$ cat config.mk
export PLATFORM = sky130hd
export DESIGN_NAME = fetch_unit
export DESIGN_NICKNAME = d
export VERILOG_FILES = /design/src/rtl/fetch_unit.sv
export SDC_FILE = /design/constraint.sdc
export NUM_CORES = 1
export LEC_CHECK = 0
export ABC_AREA = 0
export CORE_ASPECT_RATIO = 1.75
export CORE_MARGIN = 4
export CORE_UTILIZATION = 42
export DETAILED_ROUTE_END_ITERATION = 16
export GPL_TIMING_DRIVEN = 0
export PLACE_DENSITY = 0.69
export SYNTH_ARGS = -nofsm -noshare
export SYNTH_HDL_FRONTEND = slang
export SYNTH_SLANG_ARGS = --single-unit
$ cat constraint.sdc
create_clock -name clk -period 10.35 [get_ports clk]
set_input_delay 3.105 -clock clk [delete_from_list [all_inputs] [get_ports clk]]
set_output_delay 3.105 -clock clk [all_outputs]
set_load 0.02 [all_outputs]
$ cat src/rtl/fetch_unit.sv
// fetch_unit: fetch PC, single-outstanding request/ack handshake to instruction memory,
// and a DEPTH-entry prefetch queue. Define FETCH_STATS_EN to enable fetch/flush counters.
module fetch_unit #(
    parameter int          DEPTH    = 2,
    parameter logic [31:0] RESET_PC = 32'h0000_0000
) (
    input  logic        clk,
    input  logic        reset,
    output logic [31:0] IAddr,
    output logic        IReq,
    input  logic        IAck,
    input  logic [31:0] IRdata,
    output logic [31:0] Instr,
    output logic [31:0] InstrPC,
    output logic [31:0] PCPlus8,
    output logic        InstrValid,
    input  logic        InstrReady,
    input  logic        PCSrc,
    input  logic [31:0] BranchTarget,
    output logic [31:0] FetchCount,
    output logic [31:0] FlushCount
);
    localparam int          AW   = $clog2(DEPTH);
    localparam logic [AW:0] FULL = DEPTH[AW:0];

    typedef enum logic [1:0] {IDLE, REQ, DROP} state_t;

    state_t        state, state_next;
    logic [31:0]   fetch_pc, fetch_pc_next, iaddr_next, target;
    logic [31:0]   mem_instr [DEPTH];
    logic [31:0]   mem_pc    [DEPTH];
    logic [AW-1:0] rd_ptr, wr_ptr, rd_ptr_next;
    logic [AW:0]   count, count_after_pop, count_next;
    logic          pop, push;
    logic [31:0]   instr_next, instr_pc_next;

    always_comb begin
        // NOTE: every signal gets a default up front so no path through the block infers a latch.
        pop             = InstrValid && InstrReady;
        push            = (state == REQ) && IAck && !PCSrc;
        target          = {BranchTarget[31:2], 2'b00};
        count_after_pop = count - {{AW{1'b0}}, pop};
        count_next      = PCSrc ? '0 : count_after_pop + {{AW{1'b0}}, push};
        rd_ptr_next     = pop ? rd_ptr + AW'(1) : rd_ptr;
        fetch_pc_next   = PCSrc ? target : (push ? fetch_pc + 32'd4 : fetch_pc);

        state_next = state;
        case (state)
            IDLE: state_next = (count_next < FULL) ? REQ : IDLE;
            REQ: begin
                if (IAck)       state_next = (count_next < FULL) ? REQ : IDLE;
                else if (PCSrc) state_next = DROP;
            end
            DROP:    if (IAck) state_next = REQ;
            default: state_next = IDLE;
        endcase

        // A stale request keeps its address until acknowledged.
        iaddr_next = (state_next == DROP) ? IAddr : fetch_pc_next;

        instr_next    = Instr;
        instr_pc_next = InstrPC;
        if (count_next != '0) begin
            if (count_after_pop == '0) begin
                instr_next    = IRdata;
                instr_pc_next = fetch_pc;
            end else begin
                instr_next    = mem_instr[rd_ptr_next];
                instr_pc_next = mem_pc[rd_ptr_next];
            end
        end
    end

    always_ff @(posedge clk or negedge reset) begin
        if (!reset) begin
            state      <= IDLE;
            IReq       <= 1'b0;
            IAddr      <= RESET_PC;
            fetch_pc   <= RESET_PC;
            count      <= '0;
            rd_ptr     <= '0;
            wr_ptr     <= '0;
            InstrValid <= 1'b0;
            Instr      <= '0;
            InstrPC    <= '0;
        end else begin
            state      <= state_next;
            IReq       <= (state_next != IDLE);
            IAddr      <= iaddr_next;
            fetch_pc   <= fetch_pc_next;
            count      <= count_next;
            rd_ptr     <= PCSrc ? '0 : rd_ptr_next;
            if (PCSrc)     wr_ptr <= '0;
            else if (push) wr_ptr <= wr_ptr + AW'(1);
            InstrValid <= (count_next != '0);
            Instr      <= instr_next;
            InstrPC    <= instr_pc_next;
        end
    end

    // NOTE: queue storage has no reset; an entry is only read after it has been written.
    always_ff @(posedge clk) begin
        if (push) begin
            mem_instr[wr_ptr] <= IRdata;
            mem_pc[wr_ptr]    <= fetch_pc;
        end
    end

    assign PCPlus8 = InstrPC + 32'd8;

`ifdef FETCH_STATS_EN
    always_ff @(posedge clk or negedge reset) begin
        if (!reset) begin
            FetchCount <= '0;
            FlushCount <= '0;
        end else begin
            if (push)  FetchCount <= FetchCount + 32'd1;
            if (PCSrc) FlushCount <= FlushCount + 32'd1;
        end
    end
`else
    assign FetchCount = '0;
    assign FlushCount = '0;
`endif

endmodule

==> results of run 1 <==
[path summary, 6_finish.rpt]
kind / slack (ps) / cells past startpoint / start / end
min: 480 / 2 / Instr[30] / Instr[30]
min in group asynchronous: 2560 / 1 / reset / IAddr[8]
min reg2reg: 480 / 2 / Instr[30] / Instr[30]
max in group asynchronous: 6980 / 2 / reset / Instr[1]
max: 3800 / 7 / InstrPC[3] / PCPlus8[31]
max reg2reg: 6900 / 12 / state[1] / Instr[0]
[registers in the layout, summed over array words and instances (netlist names)]
register	cells
IAddr	32
rd_ptr	1
count	2
state	2
InstrValid	1
mem_pc	64
wr_ptr	1
Instr	32
mem_instr	64
fetch_pc	32
IReq	1
InstrPC	32
[report_power, final]
group | internal [mW] | total [mW] | leakage, nW | switching [mW]
logic | 0.767 | 1.84 | 2.73 | 1.07
registers | 1.34 | 1.55 | 2.80 | 0.210
clock network | 0.589 | 0.974 | 0.424 | 0.385
total | 2.70 | 4.36 | 5.96 | 1.66
[stage by stage]
step / hold WS, ps / total power [mW] / worst slack (ps) / std cells
detailed placement: 470 / 3.43 / 3720 / 1669
floorplan: 457 / 2.57 / 3650 / 1101
global route: 497 / 4.61 / 3610 / 1715
finish: 478 / 4.36 / 3800 / 1715
CTS: 485 / 4.41 / 3690 / 1713
global placement: 462 / 3.38 / 516 / 1665
[synth_stat cells (all sizes together)]
library cell | n | share of area
ha | 4 | 0.0043
nand2b | 2 | 0.0011
nand3 | 22 | 0.0094
a22o | 7 | 0.0052
o211ai | 1 | 0.00064
a31oi | 6 | 0.0032
o21a | 2 | 0.0013
or3 | 1 | 0.00053
a21boi | 1 | 0.00064
or4 | 4 | 0.0029
nor2b | 3 | 0.0016
and4 | 11 | 0.0082
nand2 | 175 | 0.056
a21oi | 75 | 0.032
a211o | 2 | 0.0015
xnor2 | 41 | 0.031
mux2i | 3 | 0.0026
o2bb2ai | 56 | 0.042
conb | 1 | 0.00032
buf | 79 | 0.047
dfrtp | 136 | 0.29
o221ai | 10 | 0.0075
nor2 | 36 | 0.011
nor4 | 4 | 0.0021
nor3 | 13 | 0.0055
nand4 | 18 | 0.011
o31a | 2 | 0.0015
nand3b | 1 | 0.00064
o21ai | 73 | 0.031
edfxtp | 128 | 0.33
and2 | 8 | 0.0043
and3b | 1 | 0.00075
inv | 15 | 0.0048
o31ai | 9 | 0.0057
and3 | 9 | 0.0048
mux2 | 18 | 0.017
xor2 | 11 | 0.0082
or2 | 2 | 0.0011
clkbuf | 48 | 0.015
[worst reg2reg max path, delay by kind of cell, from the launching register on]
family / cells / cell delay [ps]
compound gates: 2 / 350
xor+xnor: 1 / 90
fa+ha+maj: 1 / 260
buf+inv: 6 / 1980
flops: 1 / 420
simple gates: 2 / 260
[area by class of cell]
class	instances	area, um2	area share
Sequential cell	264	7250	0.471
Multi-Input combinational cell	695	3960	0.257
Timing Repair Buffer	199	2060	0.134
Buffer	127	737	0.0479
Clock buffer	33	686	0.0445
Tap cell	369	462	0.0300
Clock inverter	11	185	0.0120
Inverter	15	56.3	0.00366
Antenna cell	2	5.00	0.000325
[kinds of logic after synthesis]
kind of cell | after synthesis | share of synthesized area
compound gates | 244 | 0.132
xor+xnor | 52 | 0.0387
fa+ha+maj | 4 | 0.00426
buf+inv | 142 | 0.0675
flops | 264 | 0.616
mux | 21 | 0.0198
other cells | 1 | 0.000319
simple gates | 310 | 0.121
[routing by layer]
metal  GRT usage  up-vias
met4      0.0672        0
met1       0.225     4171
met5           0        -
li1            -     4170
met2       0.386      253
met3      0.0277       54
==> results by group, run 1 <==
Timing
  • Max Clk Rate: 153 MHz
  • Unrepaired setup endpoints after global routing: no
  • Slew at the pin closest to its max-slew limit: 1070 ps
  • Setup TNS: 0 ps
  • Final slew viol count: 0
  • Final Critical Period: 6550 ps
  • Final period utilization: 0.633
  • Skew final: 17.8 ps
  • Slew headroom: 0.285
  • Setup violations, final: 0
  • Final Hold Viols: 0

Clock network
  • Post-CTS Resized: 0
  • Setup Buffers After CTS: 0
  • H-tree levels: 1
  • Clk sinks: 264
  • Root Driver: clkbuf_16
  • Reg clk slew, reported paths: 60 ps
  • Clock tree from TritonCTS: built
  • CTS Buffer Depth: 3
  • Worst skew pair latency: 530 ps
  • Hold_buf cts: 0
  • Inserted Clock Buffers: 24

Finish
  • Layout cells sized above 1: 0.100
  • Final Instance Area: 15400 um2
  • Final core utilization: 0.561
  • Most common cell after layout, fill and taps aside: clkdlybuf4s50_1
  • Total Nets Final: 1399
  • Layout fillers: 2386
  • P&R area growth vs syn: 31.0%
  • Most frequent cells in the layout: clkdlybuf4s50_1 (194), nand2_1 (175), dfrtp_1 (136)

Setup path
  • Top delay family on crit path: simple AND/OR/NAND/NOR gates
  • Critical path class: register to output port
  • Largest stage delay, worst path: 630 ps
  • Worst EP arrival: 3440 ps
  • Worst Path Buf+Inv: 1
  • Worst path slowest cell: clkdlybuf4s50_1
  • Startpoint Class: register
  • Worst setup EP type: output port
  • Critical path cell sequence: ha_1 -> and4_1 -> nand3_1 -> nor2_1 -> nand4_1 -> xnor2_1 -> clkdlybuf4s50_1
  • Critical Path RT: 7250 ps
  • Maximum fanout along the worst path: 5

Die
  • Die Y: 229 um
  • Die width: 134 um
  • Initial Utilization: 0.429
  • Row Count: 80
  • Io pins: 263
  • Total die area: 30800 um2
  • CORE AREA: 27400 um2

Yosys
  • #FFs+latches synth: 264
  • Distinct cells, synth: 46
  • Register area share after synthesis: 0.616
  • Syn. warnings: 0
  • Avg Inst Size Synth: 11.3 um2
  • Cell area after synthesis: 11800 um2
  • Cells after Synth: 1038

Worst hold path
  • Hold Path Class: register to register

Power and ir drop
  • Power per cell area: 283 nW/um2
  • Leakage: 5.96 nW
  • Maximum vdd drop: 0.140 mV

Run
  • MaxCap Viol Count: 0

Global route
  • Vias in the first global route: 8867
  • Largest net degree at the start of global routing: 73
  • Total GRT Usage: 0.201
  • Initial antenna violation count: 2
  • First-pass GRT wire length: 49200 um
  • Grt ovf: 0

Detailed routing
  • Post-DRT Antenna Nets: 0
  • Met3 WL post-DR: 1520 um
  • Top routing layer used: met4
  • Via density: 5.04
  • Wl on met1: 11900 um
  • DRT iter0 DRCs: 549
  • Vias post-DR: 8648
  • Avg WL per Cell: 18.4 um
  • DRC Markers: 0
  • Routed wire length: 31600 um
  • Met2 WL: 17300 um
  • First-pass DRT Iterations: 4

Placement
  • Number of port buffers: 195
  • Post-DP HPWL: 23200 um
  • Placer Congestion: 0.804
  • Placed instance area: 14500 um2

Status
  • Outcome: complete, no violations
Note: power is estimated with default switching activity, not from simulation.
==> inputs of run 2 (changes only) <==
==> constraint.sdc (replaced) <==
create_clock -name clk -period 6.3 [get_ports clk]
set_input_delay 1.89 -clock clk [delete_from_list [all_inputs] [get_ports clk]]
set_output_delay 1.89 -clock clk [all_outputs]
set_load 0.02 [all_outputs]
==> results of run 2 <==
The final DEF is identical to that of run 1. Status: complete, no violations.
Among the figures that moved: setup slack after placement 3720 ps -> 882 ps; setup slack after layout 3800 ps -> 966 ps; register-to-register setup slack 6900 ps -> 2850 ps; total power 4.36 mW -> 7.16 mW; worst IR drop on VDD 0.140 mV -> 0.230 mV
==> inputs of run 3 (changes only) <==
--- a/config.mk
+++ b/config.mk
@@ -11,7 +11,7 @@
 export CORE_UTILIZATION = 42
 export DETAILED_ROUTE_END_ITERATION = 16
 export GPL_TIMING_DRIVEN = 0
-export PLACE_DENSITY = 0.69
+export PLACE_DENSITY = 0.71
 export SYNTH_ARGS = -nofsm -noshare
 export SYNTH_HDL_FRONTEND = slang
 export SYNTH_SLANG_ARGS = --single-unit
==> constraint.sdc (replaced) <==
create_clock -name clk -period 4.45 [get_ports clk]
set_input_delay 1.335 -clock clk [delete_from_list [all_inputs] [get_ports clk]]
set_output_delay 1.335 -clock clk [all_outputs]
set_load 0.02 [all_outputs]
==> run 3 against run 2 <==
  * Critical path depth stayed put
  * Flip-flop and latch count unchanged
  * Sequential power is 42% higher
  * Power up 40%
  * Die area is the same
  * Non-clock buffer count rose by 1
  * Critical path type unchanged
  * Clock skew down 6.5 ps
  * Count of clock-buffer cells in the layout fell by 3
  * Final cell count hardly changed
  * Cell area down 0.33%
  * Sequential share of layout area up 0.17 points
==> results by group, run 3 (synthesis results as in run 1) <==
Worst hold path
  • Hold Path Class: register to register
  • Worst hold endpoint: Instr[14]
  • Hold Crit Depth: 2
  • Hold Crit Start: Instr[14]

Power and ir drop
  • Power per cell area: 652 nW/um2
  • Leakage: 5.94 nW
  • Maximum vdd drop: 0.292 mV

Timing
  • Setup TNS: 0 ps
  • Slew at the pin closest to its max-slew limit: 1100 ps
  • Final period utilization: 0.983
  • Final Critical Period: 4380 ps
  • Final slew viol count: 0
  • Worst setup margin: 73.5 ps
  • Skew final: 11.3 ps
  • Unrepaired setup endpoints after global routing: no
  • Max Clk Rate: 228 MHz
  • Setup violations, final: 0
  • Final Hold Viols: 0
  • Slew headroom: 0.265

Die
  • Initial Utilization: 0.429
  • Total die area: 30800 um2
  • Row Count: 80
  • Die width: 134 um
  • Io pins: 263
  • Die Y: 229 um
  • CORE AREA: 27400 um2

Clock network
  • Root Driver: clkbuf_16
  • Inserted Clock Buffers: 24
  • Clk sinks: 264
  • CTS Buffer Depth: 3
  • Reg clk slew, reported paths: 60 ps
  • H-tree levels: 1
  • Clock tree from TritonCTS: built
  • Worst skew pair latency: 530 ps

Placement
  • Number of port buffers: 195
  • Post-DP HPWL: 23400 um
  • Placer Congestion: 0.797
  • Pre-CTS WS: -514 ps

Finish
  • Layout cells sized above 1: 0.106
  • P&R area growth vs syn: 30.5%
  • Largest regs: mem_instr (64), mem_pc (64)
  • Register area: 7250 um2
  • Multi-input gate area: 3980 um2
  • Total Nets Final: 1400
  • Most common cell after layout, fill and taps aside: clkdlybuf4s50_1
  • Most frequent cells in the layout: clkdlybuf4s50_1 (194), nand2_1 (175), dfrtp_1 (135)
  • Layout fillers: 2376

Detailed routing
  • First-pass DRT Iterations: 5
  • DRC Markers: 0
  • Avg WL per Cell: 18.5 um
  • Vias post-DR: 8794
  • Via density: 5.12
  • DRT iter0 DRCs: 569
  • Routed wire length: 31800 um
  • Post-DRT Antenna Nets: 0

Global route
  • Vias in the first global route: 8897
  • First-pass GRT wire length: 49300 um
  • Initial antenna violation count: 2
  • Total GRT Usage: 0.203
  • Grt ovf: 0
  • Largest net degree at the start of global routing: 74

Setup path
  • Worst EP arrival: 3040 ps
  • Critical Path RT: 3120 ps
  • Critical path class: register to output port
  • Startpoint Class: register
  • Critical Path Start: InstrPC[3]
  • R2R depth: 10
  • Maximum fanout along the worst path: 5
  • Origin of the critical flop-to-flop path: state[1]
  • FF-to-FF End: Instr[6]
  • Worst setup EP type: output port
  • FF-to-FF setup slack: 1370 ps

Status
  • Outcome: complete, no violations

Run
  • MaxCap Viol Count: 0
-- run 3: cell count changes in the layout (fill, tap and decap cells not counted), sizes merged --
cell      delta
clkinv       +5
clkbuf       -4
buf          +2
bufinv       -2
clkinvlp     -1
inv          +1
-- run 3: where the power goes --
group / total, mW / leakage [nW] / internal [mW] / switching [mW]
Sequential: 3.62 / 2.80 / 3.12 / 0.500
Clock: 2.11 / 0.393 / 1.21 / 0.908
Combinational: 4.27 / 2.74 / 1.78 / 2.49
Total: 10.0 / 5.94 / 6.11 / 3.90
-- run 3: stage by stage --
| step | hold slack, ps | cell area (um2) | util | cells | power, mW |
|---|---|---|---|---|---|
| finish | 474 | 15300 | 0.559 | 1716 | 10.0 |
| detailed placement | 470 | 14500 | 0.529 | 1669 | 7.98 |
| global route | 505 | 15300 | 0.559 | 1716 | 10.6 |
| CTS | 485 | 15300 | 0.559 | 1715 | 10.1 |
| floorplan | 457 | 12000 | - | 1101 | 5.98 |
| global placement | 462 | 14400 | 0.525 | 1665 | 7.87 |
-- run 3: metal layers --
| layer | up-vias | global-route usage | part of all wire | wire length, um |
|---|---|---|---|---|
| met5 | - | 0 | 0 | 0 |
| met4 | 0 | 0.0799 | 0.034 | 1080 |
| met3 | 63 | 0.0301 | 0.053 | 1690 |
| met2 | 308 | 0.382 | 0.54 | 17200 |
| met1 | 4260 | 0.226 | 0.37 | 11800 |
| li1 | 4163 | - | - | - |
-- run 3: cell type report --
class | instances | area share
Sequential cell | 264 | 0.472
Multi-Input combinational cell | 695 | 0.260
Timing Repair Buffer | 201 | 0.134
Buffer | 126 | 0.0479
Clock buffer | 30 | 0.0420
Tap cell | 369 | 0.0301
Clock inverter | 14 | 0.00946
Inverter | 15 | 0.00367
Antenna cell | 2 | 0.000326
-- run 3: worst max path at each step --
| stage | to | slack (ps) |
|---|---|---|
| detailed placement | Instr[5] | -510 |
| finish | PCPlus8[31] | 70 |
| floorplan | mem_instr[1][0] | 360 |
| global route | PCPlus8[19] | 10 |
| global placement | Instr[4] | -3570 |
| CTS | Instr[5] | 30 |
-- run 3: repair_timing --
item | CTS | global route
pin swaps | 1 | 0
hold buffers | 0 | 0
buffers inserted | 2 | 0
setup endpoints to repair | 10 | 20
gates resized for setup | 7 | 4
-- run 3: critical path: stages, from the launching register on --
cell and delay [ps]:
dfrtp_2 440, ha_1 220, and4_1 380, nand3_2 220, nor2_4 260, nand4_1 150
xnor2_1 200, clkdlybuf4s50_1 640
